[config.mk]
export PLATFORM = sky130hd
export DESIGN_NAME = key_press_classifier
export DESIGN_NICKNAME = d
export VERILOG_FILES = /design/src/rtl/key_press_classifier.sv
export SDC_FILE = /design/constraint.sdc
export NUM_CORES = 1
export LEC_CHECK = 0
export BUFFER_PORTS_ARGS = -buffer_cell sky130_fd_sc_hd__buf_4
export CAP_MARGIN = 20
export CORE_MARGIN = 1
export CORE_UTILIZATION = 58
export CTS_BUF_LIST = sky130_fd_sc_hd__clkbuf_8
export DETAILED_ROUTE_END_ITERATION = 10
export PLACE_DENSITY = 0.77
export REMOVE_ABC_BUFFERS = 1
export SETUP_SLACK_MARGIN = 0.02
export SLEW_MARGIN = 20
export SYNTH_ARGS = -nofsm -noshare
export SYNTH_HDL_FRONTEND = slang
export SYNTH_SLANG_ARGS = --single-unit
[constraint.sdc]
create_clock -name clk -period 2.42 [get_ports clk]
set_input_delay 0.242 -clock clk [delete_from_list [all_inputs] [get_ports clk]]
set_output_delay 0.242 -clock clk [all_outputs]
set_load 0.05 [all_outputs]
[src/rtl/key_press_classifier.sv]
// Push-button front end: two-flop synchroniser, debounce FSM and a gesture
// classifier that turns debounced presses into short / double / long events.
module key_press_classifier #(
  parameter int DEBOUNCE_CYC = 1_000_000,
  parameter int LONG_CYC     = 50_000_000,
  parameter int DOUBLE_CYC   = 15_000_000
) (
  input  logic clk,
  input  logic rst_n,
  input  logic key_in,
  output logic key_state,
  output logic key_flag,
  output logic short_flag,
  output logic double_flag,
  output logic long_flag
);

  // debounce:   UP     | released and stable
  //             F_DOWN | ks low, qualifying a press
  //             DOWN   | pressed and stable
  //             F_UP   | ks high, qualifying a release
  // classifier: C_IDLE  | no gesture in progress
  //             C_HELD  | first press held, timing towards long
  //             C_LONG  | long already reported, waiting for release
  //             C_GAP   | released, timing the double-press window
  //             C_HELD2 | second press of a double, waiting for release
  localparam logic [1:0] UP     = 2'd0;
  localparam logic [1:0] F_DOWN = 2'd1;
  localparam logic [1:0] DOWN   = 2'd2;
  localparam logic [1:0] F_UP   = 2'd3;

  localparam logic [2:0] C_IDLE  = 3'd0;
  localparam logic [2:0] C_HELD  = 3'd1;
  localparam logic [2:0] C_LONG  = 3'd2;
  localparam logic [2:0] C_GAP   = 3'd3;
  localparam logic [2:0] C_HELD2 = 3'd4;

  localparam int DW       = $clog2(DEBOUNCE_CYC);
  localparam int HOLD_MAX = (LONG_CYC > DOUBLE_CYC) ? LONG_CYC : DOUBLE_CYC;
  localparam int CW       = $clog2(HOLD_MAX);

  localparam logic [DW-1:0] DB_LAST   = DW'(DEBOUNCE_CYC - 1);
  localparam logic [CW-1:0] LONG_LAST = CW'(LONG_CYC - 1);
  localparam logic [CW-1:0] GAP_LAST  = CW'(DOUBLE_CYC - 1);

  logic          s1;
  logic          ks;
  logic [1:0]    db_st, db_nxt;
  logic [DW-1:0] db_cnt, db_cnt_nxt;
  logic          press_acc, release_acc;

  logic [2:0]    cl_st, cl_nxt;
  logic [CW-1:0] cl_cnt, cl_cnt_nxt;
  logic          short_set, double_set, long_set;

  always_ff @(posedge clk or negedge rst_n) begin
    if (!rst_n) begin
      s1 <= 1'b1;
      ks <= 1'b1;
    end else begin
      s1 <= key_in;
      ks <= s1;
    end
  end

  always_comb begin
    db_nxt      = db_st;
    db_cnt_nxt  = db_cnt;
    press_acc   = 1'b0;
    release_acc = 1'b0;
    case (db_st)
      UP: begin
        if (!ks) begin
          db_nxt     = F_DOWN;
          db_cnt_nxt = '0;
        end
      end
      F_DOWN: begin
        if (ks) begin
          db_nxt     = UP;
          db_cnt_nxt = '0;
        end else if (db_cnt == DB_LAST) begin
          db_nxt     = DOWN;
          db_cnt_nxt = '0;
          press_acc  = 1'b1;
        end else begin
          db_cnt_nxt = db_cnt + DW'(1);
        end
      end
      DOWN: begin
        if (ks) begin
          db_nxt     = F_UP;
          db_cnt_nxt = '0;
        end
      end
      F_UP: begin
        if (!ks) begin
          db_nxt     = DOWN;
          db_cnt_nxt = '0;
        end else if (db_cnt == DB_LAST) begin
          db_nxt      = UP;
          db_cnt_nxt  = '0;
          release_acc = 1'b1;
        end else begin
          db_cnt_nxt = db_cnt + DW'(1);
        end
      end
      default: begin
        db_nxt     = UP;
        db_cnt_nxt = '0;
      end
    endcase
  end

  // The classifier consumes the acceptance strobes directly so that
  // double_flag lands in the same cycle as the key_flag that caused it.
  always_comb begin
    cl_nxt     = cl_st;
    cl_cnt_nxt = cl_cnt;
    short_set  = 1'b0;
    double_set = 1'b0;
    long_set   = 1'b0;
    case (cl_st)
      C_IDLE: begin
        cl_cnt_nxt = '0;
        if (press_acc) cl_nxt = C_HELD;
      end
      C_HELD: begin
        if (cl_cnt == LONG_LAST) begin
          long_set   = 1'b1;
          cl_nxt     = release_acc ? C_IDLE : C_LONG;
          cl_cnt_nxt = '0;
        end else if (release_acc) begin
          cl_nxt     = C_GAP;
          cl_cnt_nxt = '0;
        end else begin
          cl_cnt_nxt = cl_cnt + CW'(1);
        end
      end
      C_LONG: begin
        cl_cnt_nxt = '0;
        if (release_acc) cl_nxt = C_IDLE;
      end
      C_GAP: begin
        if (press_acc) begin
          double_set = 1'b1;
          cl_nxt     = C_HELD2;
          cl_cnt_nxt = '0;
        end else if (cl_cnt == GAP_LAST) begin
          short_set  = 1'b1;
          cl_nxt     = C_IDLE;
          cl_cnt_nxt = '0;
        end else begin
          cl_cnt_nxt = cl_cnt + CW'(1);
        end
      end
      C_HELD2: begin
        cl_cnt_nxt = '0;
        if (release_acc) cl_nxt = C_IDLE;
      end
      default: begin
        cl_nxt     = C_IDLE;
        cl_cnt_nxt = '0;
      end
    endcase
  end

  always_ff @(posedge clk or negedge rst_n) begin
    if (!rst_n) begin
      db_st       <= UP;
      db_cnt      <= '0;
      cl_st       <= C_IDLE;
      cl_cnt      <= '0;
      key_state   <= 1'b1;
      key_flag    <= 1'b0;
      short_flag  <= 1'b0;
      double_flag <= 1'b0;
      long_flag   <= 1'b0;
    end else begin
      db_st       <= db_nxt;
      db_cnt      <= db_cnt_nxt;
      cl_st       <= cl_nxt;
      cl_cnt      <= cl_cnt_nxt;
      if (press_acc)
        key_state <= 1'b0;
      else if (release_acc)
        key_state <= 1'b1;
      key_flag    <= press_acc;
      short_flag  <= short_set;
      double_flag <= double_set;
      long_flag   <= long_set;
    end
  end

endmodule

==> reports/metrics.yaml, run 1 <==
ir_worst_vdd_mv: 0.371
clockBufferDepth: 2
ys_top_cells_by_area: "dfrtp_1 (45%), xnor2_1 (5.5%), a21oi_1 (5.5%)"
pwr-share-comb_pct: 3.6
fin_worst_skew_ns: 0.0106
synthCells: 323
final_area_mm2: 0.00346
cp.arrival_ns: 2.64
path_max_fanout: 14
critPathLaunch: "cl_cnt[16]"
met3_usage_pct: 5.56
synth_cell_types: 52
ant_nets: 0
worst-setup-path-type: "flip-flop to flip-flop"
drive_above_1_share_pct: 16.2
p_sw_share_pct: 22.3
route.detailed.drc: 0
p_leak_nw: 1.39
synth_edf_count: 0
async_reset_ff_share_pct: 100
synth_seq_area_share_pct: 48.0
ys_seq_elements: 58
post-place-ws_ns: -0.0207
report.final.hold_viol_count: 0
switching_power_mw: 0.429
crit_path_end: "cl_cnt[18]"
violations: "setup timing"
cp_data_required_time_ns: 2.63
drt-initial-drc-count: 185
reg2regPathDepth: 6
end_kind: "flip-flop"
area_growth_pct: 14.1
busiest_layer: "met2"
die_w_um: 74.3
start_util_pct: 62.1
synth_top_cell_area_share_pct: 45.4
portBuffers: 7
dp_hpwl_um: 4160
slew_viol_final: 0
status: "finished, violations left"
start_kind: "flip-flop"
syn_area_per_cell_um2: 9.38
via_per_inst: 5.98
rows: 25
gp_congestion: 0.859
drt-pass1-iter-count: 4
core_area_mm2: 0.00488
dp_cells: 400
cap_violations: 0
slew_headroom_pct: 52.3
wl_per_cell_um: 14.9
final_util_pct: 70.8
regToRegStartpoint: "cl_cnt[16]"
reg2reg_slack_ns: -0.006
fp.dieArea_mm2: 0.00552
clock_sinks: 58
grt_max_degree: 59
r2r_end: "cl_cnt[18]"
cts.reportedPaths.clkPinSlew_ns: 0.06
ys.flop_type: "dfrtp_1"
worst_pin_slew_ns: 0.715
antenna_found_initial: 0
pwr-share-seq_pct: 51.9
numCtsBuffers: 9
yosysTopAreaCell: "dfrtp_1"
grt_pass1_wl_um: 10300
die_h_um: 74.3
nNetsFinal: 351
track_usage_pct: 25.0
setup_viol: 4
holdWs_ns: 0.0141
vias: 2499
p_clk_share_pct: 44.5
timing.final.ws_setup_ns: -0.00576
grt_pass1_vias: 2249
io_pins: 8
internal_power_mw: 1.49
post_dp_cell_area_mm2: 0.00322
max_freq_ghz: 0.412
power_density_mw_per_mm2: 556
ctsHtreeMaxLevel: 3
rsz0062_at_grt: "true"
diodes: 0
synth.cell_area_mm2: 0.00303
use_met2_pct: 38.1
timing.final.crit_share_pct: 100
cts_root_buffer: "clkbuf_8"
ys_warn_count: 0
cts_tree: "done"
met1_usage_pct: 34.3
drt-total-wl_um: 6240
stdcell_count: 418
fin_crit_ns: 2.43
clk_latency_ns: 0.33
gr-total-overflow: 0
hp-class: "input pin to flip-flop"
-- power by group through the flow --
stage | Combinational (mW) | Sequential (mW) | Clock [mW]
6_report | 0.0701 | 0.997 | 0.856
5_1_grt | 0.0811 | 0.998 | 0.923
2_1_floorplan | 0.0296 | 1.01 | 0
4_1_cts | 0.0707 | 0.996 | 0.862
3_3_place_gp | 0.0669 | 1.01 | 0
3_5_place_dp | 0.0688 | 1.01 | 0
-- final cells by class --
class / instances / area (um2)
Multi-Input combinational cell: 242 / 1460
Sequential cell: 58 / 1460
Fill cell: 396 / 1420
Timing Repair Buffer: 28 / 240
Clock buffer: 10 / 138
Tap cell: 67 / 83.8
Clock inverter: 6 / 51.3
Inverter: 7 / 26.3
-- routing by layer --
layer  wire, um  vias up
met2       2850       49
met3        242        8
li1           -     1215
met1       3050     1227
met4         90        0
met5          0        -
-- registers in the layout (all words and copies together), names as in the netlist, named ones only --
name         count
cl_cnt          26
cl_st            3
db_cnt          20
db_st            1
double_flag      1
key_flag         1
key_state        1
ks               1
long_flag        1
s1               1
short_flag       1
-- what timing repair did --
| action | in CTS | in global routing |
|---|---|---|
| gates resized for setup | 1 | 10 |
| hold endpoints to repair | 44 | 0 |
| endpoints found under the setup margin | 28 | 33 |
| setup buffers | 0 | 1 |
| hold buffers | 1 | 0 |
-- cell usage after synthesis, types with 3 or more instances --
master	number
inv_1	6
xnor2_1	19
dfstp_2	3
xor2_1	9
nand3_1	23
and4_1	3
and3_1	4
nor3_1	11
a21oi_1	33
or3_1	3
nand2_1	32
nor4_1	6
a21o_1	4
a31oi_1	9
dfrtp_1	55
o21ai_0	9
nor2_1	25
clkbuf_1	8
nand2b_1	3
or4_1	4
nand4_1	10
-- through the flow --
stage	setup TNS, ns	power (mW)
6_report	-0.0121	1.92
5_1_grt	-1.40	2.00
4_1_cts	-0.207	1.93
3_5_place_dp	-0.151	1.08
3_3_place_gp	0	1.08
2_1_floorplan	-8.02	1.04
-- cells in the final DEF (no fill, tap or decap), types with 2 or more instances in the layout --
cell type	Yosys	layout
nor3b_1	2	2
a21oi_1	33	33
a21oi_2	2	2
nor4b_1	2	2
a22o_1	2	2
nand2_1	32	32
clkbuf_8	0	10
nand4_1	10	10
and4_1	3	3
or3_1	3	3
dfstp_2	3	3
xnor2_1	19	19
nor2_1	25	24
a41oi_1	2	2
nand3_1	23	22
dfrtp_1	55	55
xor2_1	9	9
and3_1	4	4
a31oi_1	9	9
o22ai_1	2	2
buf_4	1	24
o211ai_1	2	2
a21boi_1	0	2
inv_1	6	9
a21o_1	4	4
buf_8	1	2
or4_1	4	3
mux2i_1	2	2
nand2b_1	3	3
nor3_1	11	11
o21ai_0	9	9
clkinv_2	0	2
nor4_1	6	6
or4_4	1	2
-- worst max-delay path, stage by stage (launching register included) --
cell and delay, ns:
dfrtp_1 0.37, or4_1 0.50, or4_1 0.40, or4_4 0.54
or3b_4 0.28, buf_8 0.15, a21oi_1 0.08
-- cell families (layout without fill, tap and decap cells) --
| logic type | Yosys count | in the layout | synth area share, % |
|---|---|---|---|
| multiplexers | 2 | 2 | 0.661 |
| XOR/XNOR | 28 | 28 | 8.10 |
| AND/OR/NAND/NOR | 137 | 137 | 23.5 |
| buffers and inverters | 23 | 51 | 4.21 |
| flip-flops | 58 | 58 | 48.0 |
| adder cells (fa/ha/maj) | 2 | 2 | 0.826 |
| AO/OA/AOI/OAI | 73 | 73 | 14.7 |
-- worst min path at each step --
stage | start | cells past startpoint | end | slack, ns
final | key_in | 1 | s1 | 0.01
after global routing | key_in | 1 | s1 | 0.004
after CTS | key_in | 1 | s1 | 0.01
after detailed placement | rst_n | 1 | cl_st[1] | 0.34
after global placement | rst_n | 1 | long_flag | 0.34
after floorplan | rst_n | 0 | async pin | -0.05
No activity file was read; power rests on OpenSTA's default activity.
==> inputs of run 2 (changes only) <==
--- a/config.mk
+++ b/config.mk
@@ -8,10 +8,10 @@
 export BUFFER_PORTS_ARGS = -buffer_cell sky130_fd_sc_hd__buf_4
 export CAP_MARGIN = 20
 export CORE_MARGIN = 1
-export CORE_UTILIZATION = 58
+export CORE_UTILIZATION = 60
 export CTS_BUF_LIST = sky130_fd_sc_hd__clkbuf_8
 export DETAILED_ROUTE_END_ITERATION = 10
-export PLACE_DENSITY = 0.77
+export PLACE_DENSITY = 0.76
 export REMOVE_ABC_BUFFERS = 1
 export SETUP_SLACK_MARGIN = 0.02
 export SLEW_MARGIN = 20
==> constraint.sdc (replaced) <==
create_clock -name clk -period 3.05 [get_ports clk]
set_input_delay 0.1525 -clock clk [delete_from_list [all_inputs] [get_ports clk]]
set_output_delay 0.1525 -clock clk [all_outputs]
set_load 0.05 [all_outputs]
==> run 2 against run 1 <==
Effect of this change:
- the run now ends clean
- maximum frequency down 11%
- critical path depth up 3
- register-to-register slack better by 0.34 ns
- non-clock buffer count down 15
- final area down 5.2%
- sequential power down 21%
- sequential share of layout area up 2.3 points
- count of clock-buffer cells in the layout unchanged
- final cell count down 3.6%
- highest routed layer unchanged
==> reports/metrics.yaml, run 2 (same netlist as run 1, synthesis figures left out) <==
fin_worst_skew_ns: 0.0101  # was 0.0106 ns
grt_pass1_wl_um: 10300  # about the same
max_freq_ghz: 0.369  # was 0.412 GHz
cts.reportedPaths.clkPinSlew_ns: 0.06  # about the same
cts_tree: "done"  # unchanged
gp_congestion: 0.874  # was 0.859
cts_root_buffer: "clkbuf_8"  # unchanged
report.final.hold_viol_count: 0  # unchanged
rsz0062_at_grt: "false"  # was true
top_regs: "cl_cnt (26), db_cnt (20), cl_st (3)"  # unchanged
final_cell_mix: "dfrtp_1 (55), a21oi_1 (33), nand2_1 (32), nor2_1 (25), nand3_1 (23)"  # was dfrtp_1 (55), a21oi_1 (33), nand2_1 (32), nor2_1 (24), buf_4 (24)
final_common_cell: "dfrtp_1"  # unchanged
end_kind: "flip-flop"  # unchanged
fin_crit_ns: 2.71  # was 2.43 ns
area_growth_pct: 8.14  # was 14.1%
slew_viol_final: 0  # unchanged
diodes: 0  # unchanged
timing.final.ws_setup_ns: 0.337  # was -0.00576 ns
largest_reg_flops: 26  # unchanged
slew_headroom_pct: 47.7  # was 52.3%
clk_latency_ns: 0.34  # was 0.33 ns
antenna_found_initial: 0  # unchanged
stdcell_count: 403  # was 418
largest_register: "cl_cnt"  # unchanged
drive_above_1_share_pct: 10.1  # was 16.2%
die_h_um: 73.1  # was 74.3 um
start_util_pct: 63.3  # was 62.1%
start_kind: "flip-flop"  # unchanged
worst_pin_slew_ns: 0.782  # was 0.715 ns
gr-total-overflow: 0  # unchanged
final_area_mm2: 0.00328  # was 0.00346 mm2
postCtsSetupRepairBufs: 0  # unchanged
final_util_pct: 68.4  # was 70.8%
hp-class: "flip-flop to flip-flop"  # was input pin to flip-flop
ctsHtreeMaxLevel: 3  # unchanged
path_max_fanout: 28  # was 14
drt-initial-drc-count: 187  # was 185
worstPathCellList: "ha_1 > nand4_1 > or4_1 > nor2_1 > nand3_1 > inv_2 > or3_1 > buf_4 > a21boi_0"  # was or4_1 > or4_1 > or4_4 > or3b_4 > buf_8 > a21oi_1
grt_pass1_vias: 2130  # was 2,249
clockBufferDepth: 2  # unchanged
timing.final.crit_share_pct: 88.9  # was 100%
io_pins: 8  # unchanged
holdWs_ns: 0.359  # was 0.0141 ns
nNetsFinal: 336  # was 351
ir_worst_vdd_mv: 0.310  # was 0.371 mV
core_area_mm2: 0.00479  # was 0.00488 mm2
portBuffers: 7  # unchanged
cp.arrival_ns: 2.90  # was 2.64 ns
setup_tns_ns: 0  # was -0.0121 ns
die_w_um: 73.1  # was 74.3 um
route.detailed.drc: 0  # unchanged
power_mw: 1.42  # was 1.92 mW
fp.dieArea_mm2: 0.00534  # was 0.00552 mm2
rows: 25  # unchanged
numCtsBuffers: 9  # unchanged
cp_data_required_time_ns: 3.23  # was 2.63 ns
wl_per_cell_um: 15.3  # was 14.9 um
slowest_stage: "or4_1"  # was or4_4
slowest_delay_ns: 0.61  # was 0.54 ns
drt-total-wl_um: 6150  # was 6240 um
via_per_inst: 6.07  # was 5.98
dp_hpwl_um: 3960  # was 4160 um
post_dp_cell_area_mm2: 0.00309  # was 0.00322 mm2
drt-pass1-iter-count: 4  # unchanged
setup_viol: 0  # was 4
grt_max_degree: 59  # unchanged
vias: 2447  # was 2,499
clock_sinks: 58  # unchanged
power_density_mw_per_mm2: 434  # was 556 mW/mm2
status: "finished, final reports clean"  # was finished, violations left
worst-setup-path-type: "flip-flop to flip-flop"  # unchanged
post-place-ws_ns: 0.368  # was -0.0207 ns
ant_nets: 0  # unchanged
track_usage_pct: 25.9  # was 25.0%
cap_violations: 0  # unchanged
p_leak_nw: 1.29  # was 1.39 nW
dp_cells: 385  # was 400
run 2: final cells by class:
class	instances	area, um2
tap	67	83.8
clock buffer	10	138
inverter	7	26.3
fill	378	1510
multi-input combinational	242	1450
clock inverter	6	23.8
timing repair buffer	13	103
sequential	58	1460
run 2: timing repair:
action / CTS / global route
endpoints found under the hold margin: 56 / 0
resized for setup: 0 / 0
hold buffers: 2 / 0
run 2: routing by layer:
metal  part of all wire (%)  global-route usage (%)
met1                     50                    38.0
met2                     45                    34.7
met3                    5.2                    9.94
met4                   0.44                    8.93
met5                      0                       0
run 2: final timing paths:
kind / from / endpoint / slack [ns] / cells past startpoint
min in group asynchronous: rst_n / cl_cnt[25] / 0.42 / 2
max reg2reg: db_cnt[0] / cl_cnt[11] / 0.34 / 9
max: db_cnt[0] / cl_cnt[11] / 0.34 / 9
max in group asynchronous: rst_n / cl_cnt[22] / 2.16 / 2
min: s1 / ks / 0.36 / 0
min reg2reg: s1 / ks / 0.36 / 0
run 2: worst max-delay path: cells and delay by family (launching register included):
family / cells / cell delay [ns]
AO/OA/AOI/OAI: 1 / 0.17
adder cells (fa/ha/maj): 1 / 0.23
buffers and inverters: 2 / 0.42
flip-flops: 1 / 0.41
AND/OR/NAND/NOR: 5 / 1.34
run 2: where the power goes:
part           total, mW  switching (mW)  internal [mW]  leakage [nW]
combinational     0.0478          0.0333         0.0145         0.393
sequential         0.792          0.0130          0.779         0.796
clock              0.583           0.283          0.300         0.102
total               1.42           0.329           1.09          1.29
==> inputs of run 3 (changes only) <==
--- a/config.mk
+++ b/config.mk
@@ -8,10 +8,10 @@
 export BUFFER_PORTS_ARGS = -buffer_cell sky130_fd_sc_hd__buf_4
 export CAP_MARGIN = 20
 export CORE_MARGIN = 1
-export CORE_UTILIZATION = 60
+export CORE_UTILIZATION = 25
 export CTS_BUF_LIST = sky130_fd_sc_hd__clkbuf_8
 export DETAILED_ROUTE_END_ITERATION = 10
-export PLACE_DENSITY = 0.76
+export PLACE_DENSITY = 0.38
 export REMOVE_ABC_BUFFERS = 1
 export SETUP_SLACK_MARGIN = 0.02
 export SLEW_MARGIN = 20
==> run 3 against run 2 <==
Effect of this change:
- final cell count grew 19%
- total power rose by 11%
- register-to-register slack improved by 0.03 ns
- die area rose by 140%
- combinational power is 4% higher
- sequential share of layout area decreased by 2.1 points
- critical path type unchanged
- first-iteration DRC count fell by 37%
- largest power group unchanged
- maximum frequency is 1.1% higher
- worst hold slack barely moved
==> reports/metrics.yaml, run 3 (same netlist as run 1, synthesis figures left out) <==
die_h_um: 112  # was 73.1 um
grt_max_degree: 59  # unchanged
antenna_found_initial: 0  # unchanged
max_freq_ghz: 0.373  # was 0.369 GHz
final_common_cell: "dfrtp_1"  # unchanged
nFillCells: 1224  # was 378
ctsHtreeMaxLevel: 3  # unchanged
via_per_inst: 5.12  # was 6.07
post-place-ws_ns: 0.321  # was 0.368 ns
ant_nets: 0  # unchanged
power_mw: 1.58  # was 1.42 mW
worst-setup-path-type: "flip-flop to flip-flop"  # unchanged
p_leak_nw: 1.30  # was 1.29 nW
rsz0062_at_grt: "false"  # unchanged
r2r_end: "cl_cnt[1]"  # was cl_cnt[11]
cp_data_required_time_ns: 3.27  # was 3.23 ns
rows: 39  # was 25
track_usage_pct: 12.5  # was 25.9%
grt_pass1_wl_um: 12300  # was 10,300 um
clockBufferDepth: 2  # unchanged
regToRegStartpoint: "db_cnt[0]"  # unchanged
cts_root_buffer: "clkbuf_8"  # unchanged
gr-total-overflow: 0  # unchanged
numCtsBuffers: 9  # unchanged
postCtsSetupRepairBufs: 0  # unchanged
timing.final.crit_share_pct: 88.0  # was 88.9%
core_area_mm2: 0.0116  # was 0.00479 mm2
reg2regPathDepth: 9  # unchanged
largest_reg_flops: 26  # unchanged
cts.reportedPaths.clkPinSlew_ns: 0.07  # was 0.06 ns
power_density_mw_per_mm2: 460  # was 434 mW/mm2
end_kind: "flip-flop"  # unchanged
report.final.hold_viol_count: 0  # unchanged
drt-pass1-iter-count: 5  # was 4
final_cell_mix: "dfrtp_1 (55), a21oi_1 (33), nand2_1 (32), nor2_1 (24), nand3_1 (23)"  # was dfrtp_1 (55), a21oi_1 (33), nand2_1 (32), nor2_1 (25), nand3_1 (23)
reg2reg_slack_ns: 0.37  # was 0.34 ns
ir_worst_vdd_mv: 0.289  # was 0.310 mV
fp.dieArea_mm2: 0.0126  # was 0.00534 mm2
start_util_pct: 26.1  # was 63.3%
cts_tree: "done"  # unchanged
cap_violations: 0  # unchanged
clock_sinks: 58  # unchanged
holdWs_ns: 0.359  # about the same
dp_hpwl_um: 4580  # was 3960 um
drt-initial-drc-count: 118  # was 187
status: "finished, final reports clean"  # unchanged
min_from: "s1"  # unchanged
top_regs: "cl_cnt (26), db_cnt (20), cl_st (3)"  # unchanged
area_growth_pct: 13.4  # was 8.14%
slew_headroom_pct: 40.3  # was 47.7%
drive_above_1_share_pct: 11.3  # was 10.1%
path_max_fanout: 28  # unchanged
largest_register: "cl_cnt"  # unchanged
gp_congestion: 0.730  # was 0.874
grt_pass1_vias: 2367  # was 2,130
slew_viol_final: 0  # unchanged
portBuffers: 7  # unchanged
io_pins: 8  # unchanged
timing.final.ws_setup_ns: 0.366  # was 0.337 ns
min_path_cells: 0  # unchanged
start_kind: "flip-flop"  # unchanged
diodes: 0  # unchanged
hp-class: "flip-flop to flip-flop"  # unchanged
multi_input_area_mm2: 0.00145  # about the same
worst_pin_slew_ns: 0.891  # was 0.782 ns
register_area_mm2: 0.00146  # unchanged
die_w_um: 112  # was 73.1 um
setup_tns_ns: 0  # unchanged
clk_latency_ns: 0.35  # was 0.34 ns
drt-total-wl_um: 7090  # was 6150 um
setup_viol: 0  # unchanged
vias: 2447  # unchanged
wl_per_cell_um: 14.8  # was 15.3 um
min_to: "ks"  # unchanged
fin_worst_skew_ns: 0.0110  # was 0.0101 ns
nNetsFinal: 335  # was 336
fin_crit_ns: 2.68  # was 2.71 ns
cp.arrival_ns: 2.91  # was 2.90 ns
route.detailed.drc: 0  # unchanged
## run 3: cell type report
class / count / area share (%)
clock buffers: 11 / 4.41
clock inverters: 5 / 1.57
inverters: 7 / 0.765
multi-input cells: 242 / 42.2
flip-flops and latches: 58 / 42.4
well taps: 143 / 5.21
repair buffers: 12 / 3.50
## run 3: worst max path at each step
stage               startpoint         to  slack, ns
floorplan           cl_cnt[16]   cl_st[0]       0.28
global placement     db_cnt[0]   cl_st[1]       0.29
detailed placement   db_cnt[0]   cl_st[1]       0.32
CTS                  db_cnt[0]   cl_st[1]       0.28
global route         db_cnt[0]  cl_cnt[1]       0.07
finish               db_cnt[0]  cl_cnt[1]       0.37
## run 3: stage by stage
step / instance area, um2 / std cells / utilization (%)
5_1_grt: 3430 / 478 / 29.6
3_5_place_dp: 3210 / 460 / 27.6
3_3_place_gp: 3210 / 460 / 27.6
4_1_cts: 3430 / 478 / 29.6
2_1_floorplan: 2930 / 307 / -
6_report: 3430 / 478 / 29.6
## run 3: where the power goes
part	switching, mW	internal, mW
logic	0.0353	0.0144
registers	0.0126	0.778
clock network	0.322	0.417
## run 3: critical path: stages, from the launching register on
cell and delay (ns):
dfrtp_1 0.44, ha_1 0.24, nand4_1 0.22, or4_1 0.68, nor2_2 0.21, nand3_1 0.19, inv_2 0.13, or3_1 0.15
buf_12 0.18, a21boi_0 0.10
## run 3: metal layers
layer / track usage, % / vias to the layer above / routed length, um
li1: - / 1190 / -
met1: 17.8 / 1205 / 3650
met2: 18.1 / 41 / 3070
met3: 2.97 / 11 / 244
met4: 5.07 / 0 / 126
met5: 0 / - / 0
## run 3: what timing repair did
action / 4_1_cts / 5_1_grt
setup endpoints to repair: 0 / 2
gates resized for setup: 0 / 1
hold buffers: 2 / 0
hold endpoints to repair: 56 / 0
